`src/rtl/sensor_adc_sequencer_if.sv`:
```
// Sensor / ADC control bus used by sensor_adc_sequencer.
//
// Signals:
//   sens_config             [2:0]  sensor configuration, held between measurements
//   sens_enable                    sensor power/enable
//   sens_read                      sensor read strobe
//   adc_enable                     ADC enable
//   adc_read                       ADC conversion-start strobe
//   adc_conversion_complete        ADC handshake back to the sequencer
//   adc_value               [15:0] ADC conversion data
//
// Modports:
//   master  sequencer side (drives controls, receives ADC handshake/data)
//   slave   sensor/ADC side
interface sensor_adc_sequencer_if;
   logic [2:0]  sens_config;
   logic        sens_enable;
   logic        sens_read;
   logic        adc_enable;
   logic        adc_read;
   logic        adc_conversion_complete;
   logic [15:0] adc_value;

   modport master (
      output sens_config,
      output sens_enable,
      output sens_read,
      output adc_enable,
      output adc_read,
      input  adc_conversion_complete,
      input  adc_value
   );

   modport slave (
      input  sens_config,
      input  sens_enable,
      input  sens_read,
      input  adc_enable,
      input  adc_read,
      output adc_conversion_complete,
      output adc_value
   );
endinterface

```
`src/rtl/sensor_adc_sequencer.sv`:
```
// Sensor/ADC measurement sequencer.
//
// On an accepted start the sensor configuration is latched, the sensor and
// ADC are enabled and allowed to settle, a read strobe is issued and the
// sequencer waits (bounded by a timeout) for the ADC to report completion.
// The captured value (or a timeout indication) is published with a
// single-cycle result_valid pulse, after which the enables are dropped.
//
// Optional feature macro: SENS_ADC_AVERAGING_EN
//   defined   -> four READ/WAIT sequences per measurement, summed into an
//                18-bit accumulator; result is the truncated mean acc[17:2].
//   undefined -> single conversion; result is the captured adc_value.
//
// Parameters:
//   SETTLE_TICKS   cycles the enables are held before the read (1..255)
//   TIMEOUT_TICKS  max cycles spent in WAIT (2..65535)
//
// Ports:
//   clk            system clock
//   rst_n          asynchronous active-low reset
//   start          single-cycle measurement request (ignored unless idle)
//   cfg      [2:0] sensor configuration, sampled on an accepted start
//   busy           measurement in progress
//   result_valid   single-cycle pulse when result/timeout_err update
//   result  [15:0] last good measurement
//   timeout_err    last measurement timed out
//   adc_bus        sensor/ADC control bus (master modport)
module sensor_adc_sequencer #(
   parameter int unsigned SETTLE_TICKS  = 16,
   parameter int unsigned TIMEOUT_TICKS = 4096
) (
   input  logic                            clk,
   input  logic                            rst_n,
   input  logic                            start,
   input  logic [2:0]                      cfg,
   output logic                            busy,
   output logic                            result_valid,
   output logic [15:0]                     result,
   output logic                            timeout_err,
   sensor_adc_sequencer_if.master          adc_bus
);

   // state  | meaning
   // IDLE   | waiting for start, enables low
   // SETTLE | enables high, counting down the settle time
   // READ   | one-cycle sens_read/adc_read strobe
   // WAIT   | waiting for conversion complete, bounded by timeout
   // DONE   | publish result/timeout, drop enables, back to IDLE
   typedef enum logic [2:0] {
      IDLE   = 3'd0,
      SETTLE = 3'd1,
      READ   = 3'd2,
      WAIT   = 3'd3,
      DONE   = 3'd4
   } state_t;

   localparam logic [7:0]  SETTLE_LOAD = 8'(SETTLE_TICKS - 1);
   localparam logic [15:0] WAIT_LAST   = 16'(TIMEOUT_TICKS - 1);

   state_t      state_q, state_d;
   logic [7:0]  settle_cnt_q, settle_cnt_d;
   logic [15:0] wait_cnt_q, wait_cnt_d;
   logic        timed_out_q, timed_out_d;
   logic        busy_q, busy_d;
   logic        rv_q, rv_d;
   logic [15:0] result_q, result_d;
   logic        err_q, err_d;
   logic [2:0]  cfg_q, cfg_d;
   logic        en_q, en_d;
   logic        rd_q, rd_d;

`ifdef SENS_ADC_AVERAGING_EN
   logic [17:0] acc_q, acc_d;
   logic [1:0]  samp_q, samp_d;
`else
   logic [15:0] cap_q, cap_d;
`endif

   // Next-state and next-output logic. Every output is a register, so the
   // values computed here appear one cycle after the deciding edge.
   always_comb begin
      state_d      = state_q;
      settle_cnt_d = settle_cnt_q;
      wait_cnt_d   = wait_cnt_q;
      timed_out_d  = timed_out_q;
      busy_d       = busy_q;
      rv_d         = 1'b0;
      result_d     = result_q;
      err_d        = err_q;
      cfg_d        = cfg_q;
      en_d         = en_q;
      rd_d         = 1'b0;
`ifdef SENS_ADC_AVERAGING_EN
      acc_d        = acc_q;
      samp_d       = samp_q;
`else
      cap_d        = cap_q;
`endif

      case (state_q)
         IDLE: begin
            if (start) begin
               state_d      = SETTLE;
               cfg_d        = cfg;
               busy_d       = 1'b1;
               en_d         = 1'b1;
               settle_cnt_d = SETTLE_LOAD;
               wait_cnt_d   = 16'd0;
               timed_out_d  = 1'b0;
`ifdef SENS_ADC_AVERAGING_EN
               acc_d        = 18'd0;
               samp_d       = 2'd0;
`endif
            end
         end

         SETTLE: begin
            if (settle_cnt_q == 8'd0) begin
               state_d = READ;
               rd_d    = 1'b1;
            end else begin
               settle_cnt_d = settle_cnt_q - 8'd1;
            end
         end

         READ: begin
            state_d    = WAIT;
            wait_cnt_d = 16'd0;
         end

         WAIT: begin
            // Completion is checked first so it wins over a same-cycle timeout.
            if (adc_bus.adc_conversion_complete) begin
`ifdef SENS_ADC_AVERAGING_EN
               acc_d = acc_q + {2'b00, adc_bus.adc_value};
               if (samp_q == 2'd3) begin
                  state_d = DONE;
               end else begin
                  samp_d  = samp_q + 2'd1;
                  state_d = READ;
                  rd_d    = 1'b1;
               end
`else
               cap_d   = adc_bus.adc_value;
               state_d = DONE;
`endif
            end else if (wait_cnt_q == WAIT_LAST) begin
               timed_out_d = 1'b1;
               state_d     = DONE;
            end else begin
               wait_cnt_d = wait_cnt_q + 16'd1;
            end
         end

         DONE: begin
            state_d = IDLE;
            rv_d    = 1'b1;
            busy_d  = 1'b0;
            en_d    = 1'b0;
            err_d   = timed_out_q;
            if (!timed_out_q) begin
`ifdef SENS_ADC_AVERAGING_EN
               result_d = acc_q[17:2];
`else
               result_d = cap_q;
`endif
            end
         end

         default: begin
            state_d = IDLE;
            busy_d  = 1'b0;
            en_d    = 1'b0;
         end
      endcase
   end

   always_ff @(posedge clk or negedge rst_n) begin
      if (!rst_n) begin
         state_q      <= IDLE;
         settle_cnt_q <= 8'd0;
         wait_cnt_q   <= 16'd0;
         timed_out_q  <= 1'b0;
         busy_q       <= 1'b0;
         rv_q         <= 1'b0;
         result_q     <= 16'h0000;
         err_q        <= 1'b0;
         cfg_q        <= 3'b000;
         en_q         <= 1'b0;
         rd_q         <= 1'b0;
`ifdef SENS_ADC_AVERAGING_EN
         acc_q        <= 18'd0;
         samp_q       <= 2'd0;
`else
         cap_q        <= 16'h0000;
`endif
      end else begin
         state_q      <= state_d;
         settle_cnt_q <= settle_cnt_d;
         wait_cnt_q   <= wait_cnt_d;
         timed_out_q  <= timed_out_d;
         busy_q       <= busy_d;
         rv_q         <= rv_d;
         result_q     <= result_d;
         err_q        <= err_d;
         cfg_q        <= cfg_d;
         en_q         <= en_d;
         rd_q         <= rd_d;
`ifdef SENS_ADC_AVERAGING_EN
         acc_q        <= acc_d;
         samp_q       <= samp_d;
`else
         cap_q        <= cap_d;
`endif
      end
   end

   assign busy                = busy_q;
   assign result_valid        = rv_q;
   assign result              = result_q;
   assign timeout_err         = err_q;
   assign adc_bus.sens_config = cfg_q;
   assign adc_bus.sens_enable = en_q;
   assign adc_bus.adc_enable  = en_q;
   assign adc_bus.sens_read   = rd_q;
   assign adc_bus.adc_read    = rd_q;

endmodule

```
`src/flat_wrapper.sv`:
```
// flat-port wrapper written by rule: the top's interface ports become plain ports
module sensor_adc_sequencer_flat 
#(
   parameter int unsigned SETTLE_TICKS  = 16,
   parameter int unsigned TIMEOUT_TICKS = 4096
)
  (clk, rst_n, start, cfg, busy, result_valid, result, timeout_err, adc_bus_sens_config, adc_bus_sens_enable, adc_bus_sens_read, adc_bus_adc_enable, adc_bus_adc_read, adc_bus_adc_conversion_complete, adc_bus_adc_value);
  sensor_adc_sequencer_if adc_bus_i ();
  input  logic clk;
  input  logic rst_n;
  input  logic start;
  input  logic [2:0] cfg;
  output logic busy;
  output logic result_valid;
  output logic [15:0] result;
  output logic timeout_err;
  output wire logic [$bits(adc_bus_i.sens_config)-1:0] adc_bus_sens_config;
  output wire logic [$bits(adc_bus_i.sens_enable)-1:0] adc_bus_sens_enable;
  output wire logic [$bits(adc_bus_i.sens_read)-1:0] adc_bus_sens_read;
  output wire logic [$bits(adc_bus_i.adc_enable)-1:0] adc_bus_adc_enable;
  output wire logic [$bits(adc_bus_i.adc_read)-1:0] adc_bus_adc_read;
  input wire logic [$bits(adc_bus_i.adc_conversion_complete)-1:0] adc_bus_adc_conversion_complete;
  input wire logic [$bits(adc_bus_i.adc_value)-1:0] adc_bus_adc_value;
  assign adc_bus_sens_config = adc_bus_i.sens_config;
  assign adc_bus_sens_enable = adc_bus_i.sens_enable;
  assign adc_bus_sens_read = adc_bus_i.sens_read;
  assign adc_bus_adc_enable = adc_bus_i.adc_enable;
  assign adc_bus_adc_read = adc_bus_i.adc_read;
  assign adc_bus_i.adc_conversion_complete = adc_bus_adc_conversion_complete;
  assign adc_bus_i.adc_value = adc_bus_adc_value;
  sensor_adc_sequencer #(.SETTLE_TICKS(SETTLE_TICKS), .TIMEOUT_TICKS(TIMEOUT_TICKS)) u_core (.clk(clk), .rst_n(rst_n), .start(start), .cfg(cfg), .busy(busy), .result_valid(result_valid), .result(result), .timeout_err(timeout_err), .adc_bus(adc_bus_i));
endmodule
```
`config.mk`:
```
export PLATFORM = sky130hd
export DESIGN_NAME = sensor_adc_sequencer_flat
export DESIGN_NICKNAME = d
export VERILOG_FILES = /design/src/rtl/sensor_adc_sequencer_if.sv /design/src/rtl/sensor_adc_sequencer.sv /design/src/flat_wrapper.sv
export SDC_FILE = /design/constraint.sdc
export NUM_CORES = 1
export LEC_CHECK = 0
export CORE_UTILIZATION = 40
export CTS_CLUSTER_DIAMETER = 120
export DETAILED_ROUTE_END_ITERATION = 8
export SYNTH_ARGS = -nofsm -noshare
export SYNTH_HDL_FRONTEND = slang
export SYNTH_SLANG_ARGS = --single-unit
export TNS_END_PERCENT = 50
```
`constraint.sdc`:
```
create_clock -name clk -period 2.2 [get_ports clk]
set_clock_uncertainty 0.2 [all_clocks]
set_input_delay 0.33 -clock clk [delete_from_list [all_inputs] [get_ports clk]]
set_output_delay 0.33 -clock clk [all_outputs]
set_load 0.005 [all_outputs]
```
==> flow_summary.json, run 1 <==
{
  "status": "finished clean",
  "antenna_found_initial": 0,
  "route.vias.total": 2433,
  "place_congestion": 0.944,
  "cts.htree.levels": 3,
  "avgSynthCellArea_um2": 11.3,
  "path_class": "reg2reg",
  "drv_slew": 0,
  "final_cells": 457,
  "path_depth": 5,
  "io_pins": 49,
  "first_iter_violations": 135,
  "drtAntennaViolNets": 0,
  "synthesis.area_mm2": 0.00318,
  "nets": 376,
  "drt-vias-per-instance": 5.32,
  "whs_ns": 0.287,
  "p_int_mw": 3.47,
  "path_delay_family": "simple AND/OR/NAND/NOR gates",
  "clock-sinks": 67,
  "cp-start-kind": "register",
  "critPathSlowestCell": "or4_1",
  "antenna_cells": 0,
  "setup_viol": 0,
  "peakVddDrop_mv": 0.601,
  "cts_root_buf": "clkbuf_8",
  "ys.flop_type": "dfrtp_1",
  "worstMarginPinSlew_ns": 0.551,
  "hold_viol_final": 0,
  "max_freq_ghz": 0.489,
  "grt_pass1_wl_um": 12200,
  "clock_path_buffers": 2,
  "synth.distinct_cells": 56,
  "yosys_register_bits": 67,
  "drt_first_pass_iters": 4,
  "whs_path_depth": 2,
  "dp_cells": 440,
  "die-area_mm2": 0.00831,
  "fp.dieW_um": 91.1,
  "numPortBuffers": 48,
  "worst_path_largest_cell_delay_ns": 0.56,
  "avgRoutedWirePerCell_um": 15.4,
  "fp.dieH_um": 91.1,
  "placed_area_mm2": 0.00392,
  "cts_buffers": 9,
  "rows": 32,
  "start_util": 0.413,
  "dp_hpwl_um": 4970,
  "grt_pass1_vias": 2442,
  "clk_pin_slew_ns": 0.08,
  "coreArea_mm2": 0.00769,
  "layout_min_cycle_time_ns": 2.05,
  "ff2ff_path_depth": 5,
  "min_path_type": "reg2reg",
  "cp_cell_sequence": "or4_1, nor2_2, a21oi_1, buf_4, a22o_2",
  "overflow": 0,
  "synth_fp_nets": 307,
  "track_usage": 0.188,
  "critical_path_buf_inv_count": 1,
  "drc": 0,
  "drive_above_1_share": 0.242,
  "yosysMostFrequentCell": "dfrtp_1",
  "grt_max_degree": 28,
  "synth_top_area_cell": "dfrtp_1",
  "synth_common_cells": "dfrtp_1, mux2_2, nand2_1, nor2_1, inv_1",
  "fin_tns_setup_ns": 0,
  "worstPathRequired_ns": 2.23,
  "async_flop_share": 1.00,
  "cts_tree": "built",
  "postCtsSetupRepairBufs": 0,
  "combPwrFrac": 0.367,
  "seq_power_share": 0.386,
  "max_slew_margin": 0.633,
  "finalCritPeriodShare": 0.930,
  "switching_share": 0.319,
  "cp_max_fo": 5,
  "crit_arrival_ns": 2.08,
  "synthesis.instances": 281,
  "yosys_warnings": 0,
  "syn_to_final_growth_pct": 31.5,
  "p_per_area_mw_per_mm2": 1220,
  "totalWireLength_um": 7050,
  "worst_setup_path_end_kind": "register",
  "rsz0062_at_grt": "no",
  "clk_latency_ns": 0.34,
  "maxCapViolations": 0,
  "final_area_mm2": 0.00418,
  "leakage_nw": 1.80,
  "pwr-share-clk": 0.246,
  "synth_enable_flop_cells": 0,
  "ys_seq_area_frac": 0.528,
  "synth.area.top_cells": "dfrtp_1, mux2_2, nand2_1",
  "synth.top_cell.area_share": 0.528,
  "p_switching_mw": 1.63
}
-- worst reg2reg max path, stage by stage, from the launching register on --
cell,delay [ns]
dfrtp_1,0.42
or4_1,0.57
nor2_2,0.23
a21oi_1,0.14
buf_4,0.17
a22o_2,0.21
-- power by group through the flow --
stage                     sequential (mW)  combinational [mW]  clock [mW]
after detailed placement             2.00                1.87           0
after global routing                 2.05                2.05        1.34
after CTS                            1.97                1.87        1.28
after global placement               1.97                1.85           0
final                                1.97                1.87        1.25
after floorplan                      1.90                1.11           0
-- cell usage in the layout (no fill, tap or decap), types with 4 or more instances in the layout --
| cell | synthesis | final |
|---|---|---|
| mux2i_1 | 4 | 4 |
| nor2_1 | 16 | 16 |
| inv_1 | 15 | 15 |
| mux2_2 | 33 | 33 |
| nand3_1 | 4 | 4 |
| nor4_1 | 6 | 6 |
| or4_1 | 4 | 4 |
| nand4_1 | 4 | 4 |
| nand2_1 | 21 | 21 |
| buf_4 | 3 | 21 |
| dfrtp_1 | 67 | 67 |
| a21oi_1 | 8 | 8 |
| nor3_1 | 6 | 6 |
| clkdlybuf4s50_1 | 0 | 47 |
| o21ai_0 | 14 | 14 |
| clkbuf_8 | 0 | 9 |
| o211ai_1 | 7 | 7 |
| a22o_1 | 5 | 5 |
-- per-stage QoR --
| stage | worst slack [ns] | total power, mW | util |
|---|---|---|---|
| final | 0.154 | 5.10 | 0.544 |
| after global routing | 0.0212 | 5.44 | 0.544 |
| after floorplan | 0.262 | 3.01 | - |
| after detailed placement | 0.127 | 3.87 | 0.510 |
| after global placement | 0.152 | 3.83 | 0.510 |
| after CTS | 0.136 | 5.12 | 0.543 |
-- worst paths after layout --
check,to,start,slack [ns]
min in group asynchronous,u_core.adc_bus.sens_config[2]$_DFFE_PN0P_,rst_n,0.32
max in group asynchronous,u_core.result[6]$_DFFE_PN0P_,rst_n,0.95
min reg2reg,u_core.adc_bus.sens_config[0]$_DFFE_PN0P_,u_core.adc_bus.sens_config[0]$_DFFE_PN0P_,0.29
max reg2reg,u_core.wait_cnt_q[4]$_DFFE_PN0P_,u_core.wait_cnt_q[13]$_DFFE_PN0P_,0.15
min,u_core.adc_bus.sens_config[0]$_DFFE_PN0P_,u_core.adc_bus.sens_config[0]$_DFFE_PN0P_,0.29
max,u_core.wait_cnt_q[4]$_DFFE_PN0P_,u_core.wait_cnt_q[13]$_DFFE_PN0P_,0.15
-- cell type report --
class / count / area (µm²)
fillers: 690 / 3510
flip-flops and latches: 67 / 1680
multi-input cells: 184 / 1370
repair buffers: 73 / 703
clock buffers: 10 / 128
well taps: 102 / 128
clock inverters: 6 / 114
inverters: 15 / 56.3
-- cell families after synthesis --
| kind of cell | count (synthesis) | share of synthesized area |
|---|---|---|
| flip-flops | 67 | 0.528 |
| buffers and inverters | 30 | 0.0413 |
| XOR/XNOR | 2 | 0.00551 |
| adder cells (fa/ha/maj) | 3 | 0.0118 |
| AND/OR/NAND/NOR | 82 | 0.150 |
| multiplexers | 37 | 0.130 |
| AO/OA/AOI/OAI | 60 | 0.134 |
-- registers in the layout, summed over array words and instances (netlist names) --
name,cells
u_core.state_q,3
u_core.wait_cnt_q,16
u_core.result_valid,1
u_core.timeout_err,1
u_core.timed_out_q,1
u_core.busy,1
u_core.adc_bus.adc_read,1
u_core.cap_q,16
u_core.result,16
u_core.adc_bus.sens_config,3
u_core.settle_cnt_q,8
-- layer usage --
metal  GRT usage  vias to the layer above  share of wire
li1            -                     1177              -
met1       0.269                     1186           0.50
met2       0.276                       56           0.45
met3      0.0327                       14          0.039
met4      0.0913                        0          0.020
met5           0                        -              0
-- timing repair --
item | CTS | global route
gates resized for setup | 0 | 1
endpoints found under the setup margin | 0 | 1
hold endpoints to repair | 18 | 0
hold buffers | 1 | 0
(Power assumes the default switching activity.)
==> run 2, diff against run 1 <==
Settings changed: CORE_MARGIN from default to 2.
==> flow_summary.json, run 2 (same netlist as run 1, synthesis figures left out) <==
{
  "fp.dieW_um": 93.1,
  "worstMarginPinSlew_ns": 0.530,
  "grt_pass1_wl_um": 11300,
  "first_iter_violations": 138,
  "layout_min_cycle_time_ns": 2.10,
  "overflow": 0,
  "drc": 0,
  "numPortBuffers": 48,
  "place_congestion": 0.887,
  "drive_above_1_share": 0.236,
  "max_freq_ghz": 0.476,
  "clock-sinks": 67,
  "io_pins": 49,
  "dp_hpwl_um": 4830,
  "path_class": "reg2reg",
  "worstPathRequired_ns": 2.19,
  "die-area_mm2": 0.00867,
  "maxCapViolations": 0,
  "drt_first_pass_iters": 5,
  "dp_cells": 436,
  "worst_path_largest_cell_delay_ns": 0.47,
  "dr_wl_met3_um": 316,
  "min_path_type": "reg2reg",
  "antenna_cells": 0,
  "drtAntennaViolNets": 0,
  "highest_layer": "met4",
  "final_common_cell": "dfrtp_1",
  "syn_to_final_growth_pct": 29.6,
  "route.vias.total": 2446,
  "peakVddDrop_mv": 0.495,
  "status": "finished clean",
  "coreArea_mm2": 0.00773,
  "clock_path_buffers": 2,
  "cts.htree.levels": 3,
  "nets": 372,
  "grt_pass1_vias": 2328,
  "fp.dieH_um": 93.1,
  "final_cells": 453,
  "met1Wirelength_um": 3240,
  "clk_pin_slew_ns": 0.08,
  "whs_ns": 0.285,
  "finalCritPeriodShare": 0.955,
  "drt-vias-per-instance": 5.40,
  "cp_cell_sequence": "ha_1, nand3_1, or3_1, o21ai_0, a222oi_1",
  "crit_arrival_ns": 2.09,
  "worst_setup_path_end_kind": "register",
  "fillers": 669,
  "cts_root_buf": "clkbuf_8",
  "cts_tree": "built",
  "antenna_found_initial": 0,
  "hold_viol_final": 0,
  "fin_tns_setup_ns": 0,
  "totalWireLength_um": 6840,
  "max_slew_margin": 0.647,
  "start_util": 0.411,
  "critPathSlowestCell": "or3_1",
  "leakage_nw": 1.77,
  "rsz0062_at_grt": "no",
  "p_per_area_mw_per_mm2": 1190,
  "critical_path_buf_inv_count": 0,
  "layout_common_cells": "dfrtp_1, clkdlybuf4s50_1, mux2_2",
  "clk_latency_ns": 0.33,
  "drv_slew": 0,
  "setup_viol": 0,
  "cts_buffers": 9,
  "track_usage": 0.166,
  "path_delay_family": "simple AND/OR/NAND/NOR gates",
  "grt_max_degree": 68,
  "cp-start-kind": "register",
  "routed-wl-met2_um": 3190,
  "postCtsSetupRepairBufs": 0,
  "rows": 32,
  "cp_max_fo": 5,
  "avgRoutedWirePerCell_um": 15.1
}
==> run 2: cell count changes in the layout (fill, tap and decap cells not counted) <==
cell / before / now
buf_4: 21 / 17
clkbuf_8: 9 / 11
bufinv_16: 3 / 1
inv_6: 0 / 1
clkinv_2: 0 / 1
clkbuf_1: 1 / 0
clkinvlp_4: 2 / 1
==> run 2: worst register-to-register path, cell delays in order (launching register included) <==
cell,delay [ns]
dfrtp_1,0.40
ha_1,0.21
nand3_1,0.19
or3_1,0.47
o21ai_0,0.34
a222oi_1,0.16
==> run 2: layout make-up <==
type,instances,area [µm²],area share
flip-flops and latches,67,1680,0.407
multi-input cells,184,1370,0.334
repair buffers,69,673,0.163
clock buffers,11,151,0.0368
well taps,102,128,0.0310
clock inverters,5,60.1,0.0146
inverters,15,56.3,0.0137
==> run 2: routing by layer <==
metal	vias up	GRT usage
li1	1172	-
met1	1198	0.230
met2	67	0.257
met3	9	0.0290
met4	0	0.0699
met5	-	0
==> run 2: stage by stage <==
step | worst slack (ns) | instance area (µm²) | util | total power, mW
floorplan | 0.262 | 3180 | - | 3.01
global placement | 0.145 | 3890 | 0.504 | 3.81
CTS | 0.0443 | 4120 | 0.533 | 4.94
detailed placement | 0.0697 | 3890 | 0.504 | 3.86
finish | 0.0998 | 4120 | 0.533 | 4.89
global route | 0.00565 | 4120 | 0.533 | 5.22
==> run 2: final timing paths <==
kind / start / to / slack, ns / depth (start not counted)
min in group asynchronous: rst_n / u_core.result[13]$_DFFE_PN0P_ / 0.33 / 3
max: u_core.wait_cnt_q[0]$_DFFE_PN0P_ / u_core.wait_cnt_q[6]$_DFFE_PN0P_ / 0.1 / 5
max reg2reg: u_core.wait_cnt_q[0]$_DFFE_PN0P_ / u_core.wait_cnt_q[6]$_DFFE_PN0P_ / 0.1 / 5
min: u_core.adc_bus.sens_config[2]$_DFFE_PN0P_ / u_core.adc_bus.sens_config[2]$_DFFE_PN0P_ / 0.29 / 2
max in group asynchronous: rst_n / u_core.cap_q[5]$_DFFE_PN0P_ / 1.16 / 3
min reg2reg: u_core.adc_bus.sens_config[2]$_DFFE_PN0P_ / u_core.adc_bus.sens_config[2]$_DFFE_PN0P_ / 0.29 / 2
==> run 2: report_power, final <==
group | total, mW | switching (mW) | internal [mW]
logic | 1.83 | 0.782 | 1.05
clock network | 1.06 | 0.475 | 0.589
registers | 1.99 | 0.331 | 1.66
==> run 2: repair_timing <==
item,in CTS,in global routing
hold buffers,1,0
hold endpoints to repair,67,0
endpoints found under the setup margin,0,3
gates resized for setup,0,1
==> patch, RTL diff (settings of run 2) <==
Add an input register stage for `start` and `cfg`, with the module's reset; this delays them by one clock. The other inputs are not delayed to match. Comments in the files are not updated.
--- a/src/rtl/sensor_adc_sequencer.sv
+++ b/src/rtl/sensor_adc_sequencer.sv
@@ -59,2 +59,15 @@
 
+   logic start_q;
+   logic [2:0] cfg_r;
+
+   always_ff @(posedge clk or negedge rst_n) begin
+      if (!rst_n) begin
+         start_q <= '0;
+         cfg_r   <= '0;
+      end else begin
+         start_q <= start;
+         cfg_r   <= cfg;
+      end
+   end
+
    state_t      state_q, state_d;
@@ -101,5 +114,5 @@
          IDLE: begin
-            if (start) begin
+            if (start_q) begin
                state_d      = SETTLE;
-               cfg_d        = cfg;
+               cfg_d        = cfg_r;
                busy_d       = 1'b1;
Check against the original RTL: not equivalent (a bounded check fails within 4 cycles, from zero or initial values and one cycle with rst_n low).
==> patch against run 2 <==
Area after synthesis decreased by 1.4%. Wire length decreased by 2.2%. Worst setup slack got worse by 0.076 ns. Combinational power decreased by 11%. Critical path depth decreased by 1. Critical endpoint is now u_core.wait_cnt_q[1]. Via count decreased by 2.7%. Critical path type unchanged. Maximum frequency decreased by 3.5%. Total power decreased by 2.6%. Die area decreased by 1.4%. Sequential cell count increased by 4. Sequential share of layout area increased by 2.4 points. Cell area about the same. Non-clock buffer count increased by 3.
==> patch: results (changes against run 2) <==
[final_layout]
nNetsFinal = 367  ; -1.3%
drive_above_1_share = 0.234  ; -0.00236
ff_latch_area_sq_um = 1780  ; +6.0%
clk_share = 0.0540  ; +0.00268
buffer_area_frac = 0.166  ; +0.00228
nNonClkBuffers = 72  ; +4.3%
inverters = 7  ; -8
multi_input_area_sq_um = 1290  ; -6.4%
num-fill-cells = 670  ; +0.15%

[pwr]
p_leak_nw = 1.77  ; -0.24%
ir_drop_uv = 467  ; -5.7%
powerClk_mw = 1.15  ; +8%
seqPwrFrac = 0.417  ; +0.009

[grt]
grtUsageTotal = 0.167  ; +0.000777
first_global_vias = 2253  ; -3.2%
grt_max_degree = 27  ; -60%

[synthesis]
muxShareOfSynthArea = 0.128  ; -0.00133
synth-seq-area-share = 0.567  ; +0.0395
ys_top_cells_by_area = dfrtp_1 (57%), mux2_2 (12%), nand2_1 (3.0%)
synth-compound-area-share = 0.0970  ; -0.0372
syn_nets = 296  ; -3.6%

[floorplanning]
core_area_sq_um = 7650  ; -1.0%

[detailed_routing]
drtIter0Drc = 93  ; -33%
vias_per_cell = 5.31  ; -1.6%

[place]
dp.cells = 430  ; -1.4%
dpl-instance-area_sq_um = 3860  ; -0.77%

[status]
status = finished, final reports clean

[worst_setup_path]
critPathMaxFanout = 9  ; +4

[min_path]
hp-class = in -> reg

==> patch: what timing repair did <==
| item | 4_1_cts | 5_1_grt |
|---|---|---|
| setup endpoints to repair | 1 | 14 |
| hold buffers | 1 | 0 |
| gates resized for setup | 1 | 2 |
| endpoints found under the hold margin | 20 | 0 |
| pin swaps | 1 | 3 |
| cloned | 1 | 0 |
| buffers inserted | 0 | 0 |
==> patch: routing by layer <==
| layer | vias to the layer above | share of wire | GRT usage |
|---|---|---|---|
| met5 | - | 0 | 0 |
| met4 | 0 | 0.012 | 0.0560 |
| met3 | 5 | 0.041 | 0.0545 |
| met2 | 43 | 0.48 | 0.255 |
| met1 | 1191 | 0.47 | 0.224 |
| li1 | 1142 | - | - |
==> patch: worst register-to-register path, stage by stage, from the launching register on <==
cell and delay, ns:
dfrtp_1 0.39, or4_4 0.58, or4_4 0.52, and3_4 0.21, a31o_1 0.17
==> patch: metrics by stage <==
| stage | utilization | setup slack (ns) |
|---|---|---|
| global placement | 0.505 | 0.0290 |
| floorplan | - | 0.0113 |
| CTS | 0.538 | 0.0318 |
| finish | 0.539 | 0.0239 |
| global route | 0.539 | -0.0161 |
| detailed placement | 0.505 | 0.00691 |
==> patch: worst paths after layout <==
check	start	to	slack (ns)	cells past startpoint
max reg2reg	u_core.wait_cnt_q[15]	u_core.wait_cnt_q[1]	0.02	4
min reg2reg	u_core.cfg_r[2]	u_core.adc_bus.sens_config[2]	0.24	2
min in group asynchronous	rst_n	u_core.settle_cnt_q[5]	0.31	2
max	u_core.wait_cnt_q[15]	u_core.wait_cnt_q[1]	0.02	4
min	cfg[0]	u_core.cfg_r[0]	0.21	1
max in group asynchronous	rst_n	u_core.result[10]	0.87	3
